<file path="config.mk">
export PLATFORM = sky130hd
export DESIGN_NAME = prod_acc
export DESIGN_NICKNAME = d
export VERILOG_FILES = /design/src/rtl/prod_acc.sv
export SDC_FILE = /design/constraint.sdc
export NUM_CORES = 1
export LEC_CHECK = 0
export BUFFER_PORTS_ARGS = -buffer_cell sky130_fd_sc_hd__buf_2
export CAP_MARGIN = 10
export CORE_UTILIZATION = 41
export DETAILED_ROUTE_END_ITERATION = 8
export GPL_TIMING_DRIVEN = 0
export HOLD_SLACK_MARGIN = 0.08
export PLACE_DENSITY = 0.71
export SLEW_MARGIN = 25
export SYNTH_ARGS = -nofsm -noshare
export SYNTH_HDL_FRONTEND = slang
export SYNTH_SLANG_ARGS = --single-unit
</file>
<file path="constraint.sdc">
create_clock -name clk -period 2.8 [get_ports clk]
set_input_delay 0.28 -clock clk [delete_from_list [all_inputs] [get_ports clk]]
set_output_delay 0.28 -clock clk [all_outputs]
set_load 0.01 [all_outputs]
</file>
<file path="src/rtl/prod_acc.sv">
// prod_acc: accumulates groups of N unsigned 16-bit products from the array
// multiplier and presents each group sum on a held valid/ready output.
// Accumulation of the next group overlaps with a stalled consumer; only the
// product that would complete the next group waits for the held result.
// Optional feature: define PROD_ACC_SAT_EN for saturating accumulation with a
// per-group overflow flag. Without it the sum wraps and ovf is tied low.
module prod_acc #(
  parameter int ACC_W = 24,
  parameter int N     = 8
) (
  input  logic             clk,
  input  logic             rst,
  input  logic [15:0]      prod_in,
  input  logic             in_valid,
  output logic             in_ready,
  input  logic             clear,
  output logic [ACC_W-1:0] acc_out,
  output logic             out_valid,
  input  logic             out_ready,
  output logic             ovf,
  output logic             busy
);

  localparam int CNT_W = (N > 1) ? $clog2(N) : 1;
  localparam int SUM_W = ACC_W + 1;
  localparam logic [CNT_W-1:0] LAST = CNT_W'(N - 1);

  logic [ACC_W-1:0] acc_p0;
  logic [CNT_W-1:0] cnt_p0;
  logic [ACC_W-1:0] res_p1;
  logic             vld_p1;
  logic [ACC_W-1:0] sum_nxt;
  logic             last;
  logic             accept;

`ifdef PROD_ACC_SAT_EN
  logic aovf_p0;
  logic rovf_p1;
  logic carry_nxt;

  // Returns {carry, sum}; on carry the sum clamps to all ones.
  function automatic logic [SUM_W-1:0] sat_add(input logic [ACC_W-1:0] a,
                                               input logic [15:0]      p);
    logic [SUM_W-1:0] s;
    s = {1'b0, a} + SUM_W'(p);
    if (s[ACC_W]) sat_add = {1'b1, {ACC_W{1'b1}}};
    else          sat_add = s;
  endfunction
`else
  // Plain modulo-2^ACC_W accumulation.
  function automatic logic [ACC_W-1:0] wrap_add(input logic [ACC_W-1:0] a,
                                                input logic [15:0]      p);
    wrap_add = a + ACC_W'(p);
  endfunction
`endif

  assign last     = (cnt_p0 == LAST);
  assign in_ready = !rst && !clear && !(last && vld_p1 && !out_ready);
  assign accept   = in_valid && in_ready;
  assign busy     = (cnt_p0 != '0);
  assign acc_out  = res_p1;
  assign out_valid = vld_p1;

  // Next running sum for the product being offered this cycle.
  always_comb begin
`ifdef PROD_ACC_SAT_EN
    {carry_nxt, sum_nxt} = sat_add(acc_p0, prod_in);
`else
    sum_nxt = wrap_add(acc_p0, prod_in);
`endif
  end

  // Stage 0 -> 1 boundary: accumulate, close groups into the held result.
  always_ff @(posedge clk) begin
    if (rst) begin
      acc_p0 <= '0;
      cnt_p0 <= '0;
      res_p1 <= '0;
      vld_p1 <= 1'b0;
    end else begin
      if (vld_p1 && out_ready) vld_p1 <= 1'b0;
      if (clear) begin
        acc_p0 <= '0;
        cnt_p0 <= '0;
      end else if (accept) begin
        if (last) begin
          res_p1 <= sum_nxt;
          vld_p1 <= 1'b1;
          acc_p0 <= '0;
          cnt_p0 <= '0;
        end else begin
          acc_p0 <= sum_nxt;
          cnt_p0 <= cnt_p0 + 1'b1;
        end
      end
    end
  end

`ifdef PROD_ACC_SAT_EN
  // Sticky per-group saturation flag and the flag published with each result.
  always_ff @(posedge clk) begin
    if (rst) begin
      aovf_p0 <= 1'b0;
      rovf_p1 <= 1'b0;
    end else if (clear) begin
      aovf_p0 <= 1'b0;
    end else if (accept) begin
      if (last) begin
        rovf_p1 <= aovf_p0 | carry_nxt;
        aovf_p0 <= 1'b0;
      end else begin
        aovf_p0 <= aovf_p0 | carry_nxt;
      end
    end
  end

  assign ovf = rovf_p1;
`else
  assign ovf = 1'b0;
`endif

endmodule

</file>
==> flow_metrics.env <==
export IMPL_status="finished, final reports clean"
export IMPL_rrSetupSlack_ps=190
export IMPL_cts_setup_buffers=0
export IMPL_seq_area_frac_synth_pct=35.63
export IMPL_critPathRequiredTime_ps=2970
export IMPL_fin_cells=504
export IMPL_synth_mux_area_share_pct=0
export IMPL_slew_viol_final=0
export IMPL_detailedRoute_firstPassIterationCount=4
export IMPL_area_delta_synth_final_pct=15.46
export IMPL_cts_sinks=52
export IMPL_setup_worst_path_start="acc_p0[0]$_SDFFE_PP0P_"
export IMPL_ir_drop_v=0.0002104
export IMPL_drcViolationCount=0
export IMPL_worstPathArrival_ps=2780
export IMPL_wl_met2_um=3268
export IMPL_die_x_um=86.42
export IMPL_detail_route_antenna_nets=0
export IMPL_fmax_ghz=0.3835
export IMPL_ys_warn_count=0
export IMPL_fp_dieH_um=86.42
export IMPL_worstSkewPairLatency_ps=310
export IMPL_dp_cells=496
export IMPL_slowest_stage="fa_1"
export IMPL_dp_slack_ps=94.07
export IMPL_final_hold_viol_count=0
export IMPL_ff2ff_path_depth=9
export IMPL_slew_headroom_pct=46.59
export IMPL_cts_tree="yes"
export IMPL_reg2reg_to="acc_out[16]$_SDFFE_PP0P_"
export IMPL_syn_avg_cell_area_um2=8.253
export IMPL_drive_above_1_share_pct=17.40
export IMPL_endpoint="acc_out[16]$_SDFFE_PP0P_"
export IMPL_synth_seq_cells=52
export IMPL_port_buffers=46
export IMPL_syn_num_nets=395
export IMPL_regArea_mm2=0.001041
export IMPL_grt_max_degree=16
export IMPL_post_dp_hpwl_um=5428
export IMPL_cp_max_fo=5
export IMPL_hp_class="in2reg"
export IMPL_layout_commonest_cell="dfxtp_1"
export IMPL_finalSetupTns_ps=0
export IMPL_wl_met3_um=430
export IMPL_layout_common_cells="52 x dfxtp_1, 48 x buf_2, 43 x nand2_1"
export IMPL_ys_types=52
export IMPL_met1_length_um=3421
export IMPL_via_per_inst=5.409
export IMPL_num_nets_final=448
export IMPL_nFillCells=699
export IMPL_drt_iter0_markers=192
export IMPL_synth_top_area_share_pct=35.63
export IMPL_initial_core_util_pct=42.77
export IMPL_rsz0062_at_grt="no"
export IMPL_reg2reg_from="acc_p0[0]$_SDFFE_PP0P_"
export IMPL_synth_compound_area_share_pct=25.27
export IMPL_grt_overflow=0
export IMPL_io_pins=49
export IMPL_grt_pass1_vias=2534
export IMPL_cp_end_kind="flop"
export IMPL_h_tree_depth=2
export IMPL_start_kind="flop"
export IMPL_synth_top_family_by_area="compound AO/OA/AOI/OAI gates"
export IMPL_track_usage_pct=20.35
export IMPL_wl_um=7194
export IMPL_synth_adder_area_share_pct=8.822
export IMPL_p_leak_uw=0.001367
export IMPL_core_mm2=0.006832
export IMPL_crit_chain="ha_1 -> fa_1 -> a21o_1 -> a221o_1 -> a21oi_4 -> o21ai_2 -> o21ai_1 -> xor2_1 -> a211oi_1"
export IMPL_antennaDiodeCount=0
export IMPL_timing_final_crit_share_pct=93.13
export IMPL_cap_violations=0
export IMPL_multi_input_area_mm2=0.001739
export IMPL_dieArea_mm2=0.007468
export IMPL_async_flop_share_pct=0
export IMPL_synthCells=354
export IMPL_synthTopCellsByArea="dfxtp_1 36%, ha_1 8.1%, a21oi_1 5.8%"
export IMPL_path_clk_slew_ps=100
export IMPL_antenna_found_initial=0
export IMPL_yosysTopAreaCell="dfxtp_1"
export IMPL_cts_root_buf="clkbuf_8"
export IMPL_crit_path_max_incr_delay_ps=400
export IMPL_yosys_area_share_xor_xnor_pct=6.296
export IMPL_path_class="reg2reg"
export IMPL_yosys_area_share_simple_pct=18.76
export IMPL_top_layer="met4"
export IMPL_power_density_mw_per_mm2=414.0
export IMPL_dr_total_vias=2726
export IMPL_synth_edf_count=0
export IMPL_gp_congestion=0.9271
export IMPL_period_minus_slack_ps=2608
export IMPL_setup_viol_count_final=0
export IMPL_synth_area_mm2=0.002922
export IMPL_fin_skew_ps=9.699
export IMPL_cts_path_max_buffers=2
export IMPL_grt_pass1_wl_um=11900
export IMPL_cts_made_buffers=5
export IMPL_synth_flop_cell="dfxtp_1"
export IMPL_worst_slew_pin_slew_ps=798.2
export IMPL_post_drt_wl_per_cell_um=14.27
export IMPL_fin_ws_ps=192.5
export IMPL_num_rows=30
-- synth_stat cells, drive strengths merged (4+ instances only) --
cell / instances
and3: 7
ha: 19
nand3: 10
a22oi: 6
a21oi: 36
a21o: 5
xor2: 8
xnor2: 13
or3: 7
a31oi: 7
a32o: 4
clkbuf: 16
nor2: 30
nand2: 44
o21ai: 24
a211oi: 9
nand3b: 4
inv: 10
dfxtp: 52
buf: 7
-- how the worst min path moves through the flow --
stage / start / end / slack, ps / cells after the start
final: in_valid / acc_p0[0]$_SDFFE_PP0P_ / 280 / 3
after global routing: in_valid / acc_p0[0]$_SDFFE_PP0P_ / 280 / 3
after CTS: in_valid / acc_p0[0]$_SDFFE_PP0P_ / 280 / 3
after detailed placement: acc_out[13]$_SDFFE_PP0P_ / acc_out[13]$_SDFFE_PP0P_ / 450 / 2
after global placement: acc_out[14]$_SDFFE_PP0P_ / acc_out[14]$_SDFFE_PP0P_ / 440 / 2
after floorplan: acc_p0[0]$_SDFFE_PP0P_ / acc_p0[0]$_SDFFE_PP0P_ / 430 / 2
-- power breakdown --
group	leakage [uW]	internal (uW)	switching, uW
clock network	0.0000445	201	253
registers	0.000420	747	4.74
logic	0.000902	70.4	120
total	0.00137	1020	378
-- stage by stage --
| step | hold slack (ps) | instance area [um^2] | power [uW] | util (%) |
|---|---|---|---|---|
| finish | 282.0 | 3373 | 1397 | 49.38 |
| global route | 276.2 | 3373 | 1459 | 49.38 |
| CTS | 275.7 | 3366 | 1408 | 49.27 |
| detailed placement | 445.5 | 3272 | 955.6 | 47.89 |
| global placement | 440.6 | 3272 | 952.8 | 47.89 |
| floorplan | 433.9 | 2922 | 900.2 | - |
-- state kept, by name, indices dropped and copies added (netlist names) --
name	cells
out_valid	1
cnt_p0	3
acc_p0	24
acc_out	24
-- kinds of logic after synthesis --
group                      Yosys count
xor gates and xnor gates            21
adders and majority gates           20
DFF                                 52
AOI/OAI and AO/OA                  111
buffers and inverters               33
and+or+nand+nor                    116
other                                1
-- timing repair --
item,4_1_cts,5_1_grt
setup endpoints to repair,0,2
hold buffers,0,0
resized for setup,0,2
-- critical path: cells and delay by family, from the launching register on --
family	cells	cell delay (ps)
adder cells (fa/ha/maj)	2	610
AO/OA/AOI/OAI	6	1280
XOR/XNOR	1	250
flip-flops	1	330
-- final cells by class --
type                            instances  share of cell area [%]
Buffer                                 23                   3.301
Clock buffer                            7                   2.559
Clock inverter                          1                  0.2226
Inverter                               10                   1.113
Multi-Input combinational cell        269                   51.56
Sequential cell                        52                   30.86
Tap cell                               96                   3.561
Timing Repair Buffer                   46                   6.825
-- routing by layer --
layer	track usage [%]	up-vias
met2	34.05	81
met5	0	-
li1	-	1368
met1	27.02	1271
met3	3.524	6
met4	5.606	0
Power figures use the tool's default switching activity.
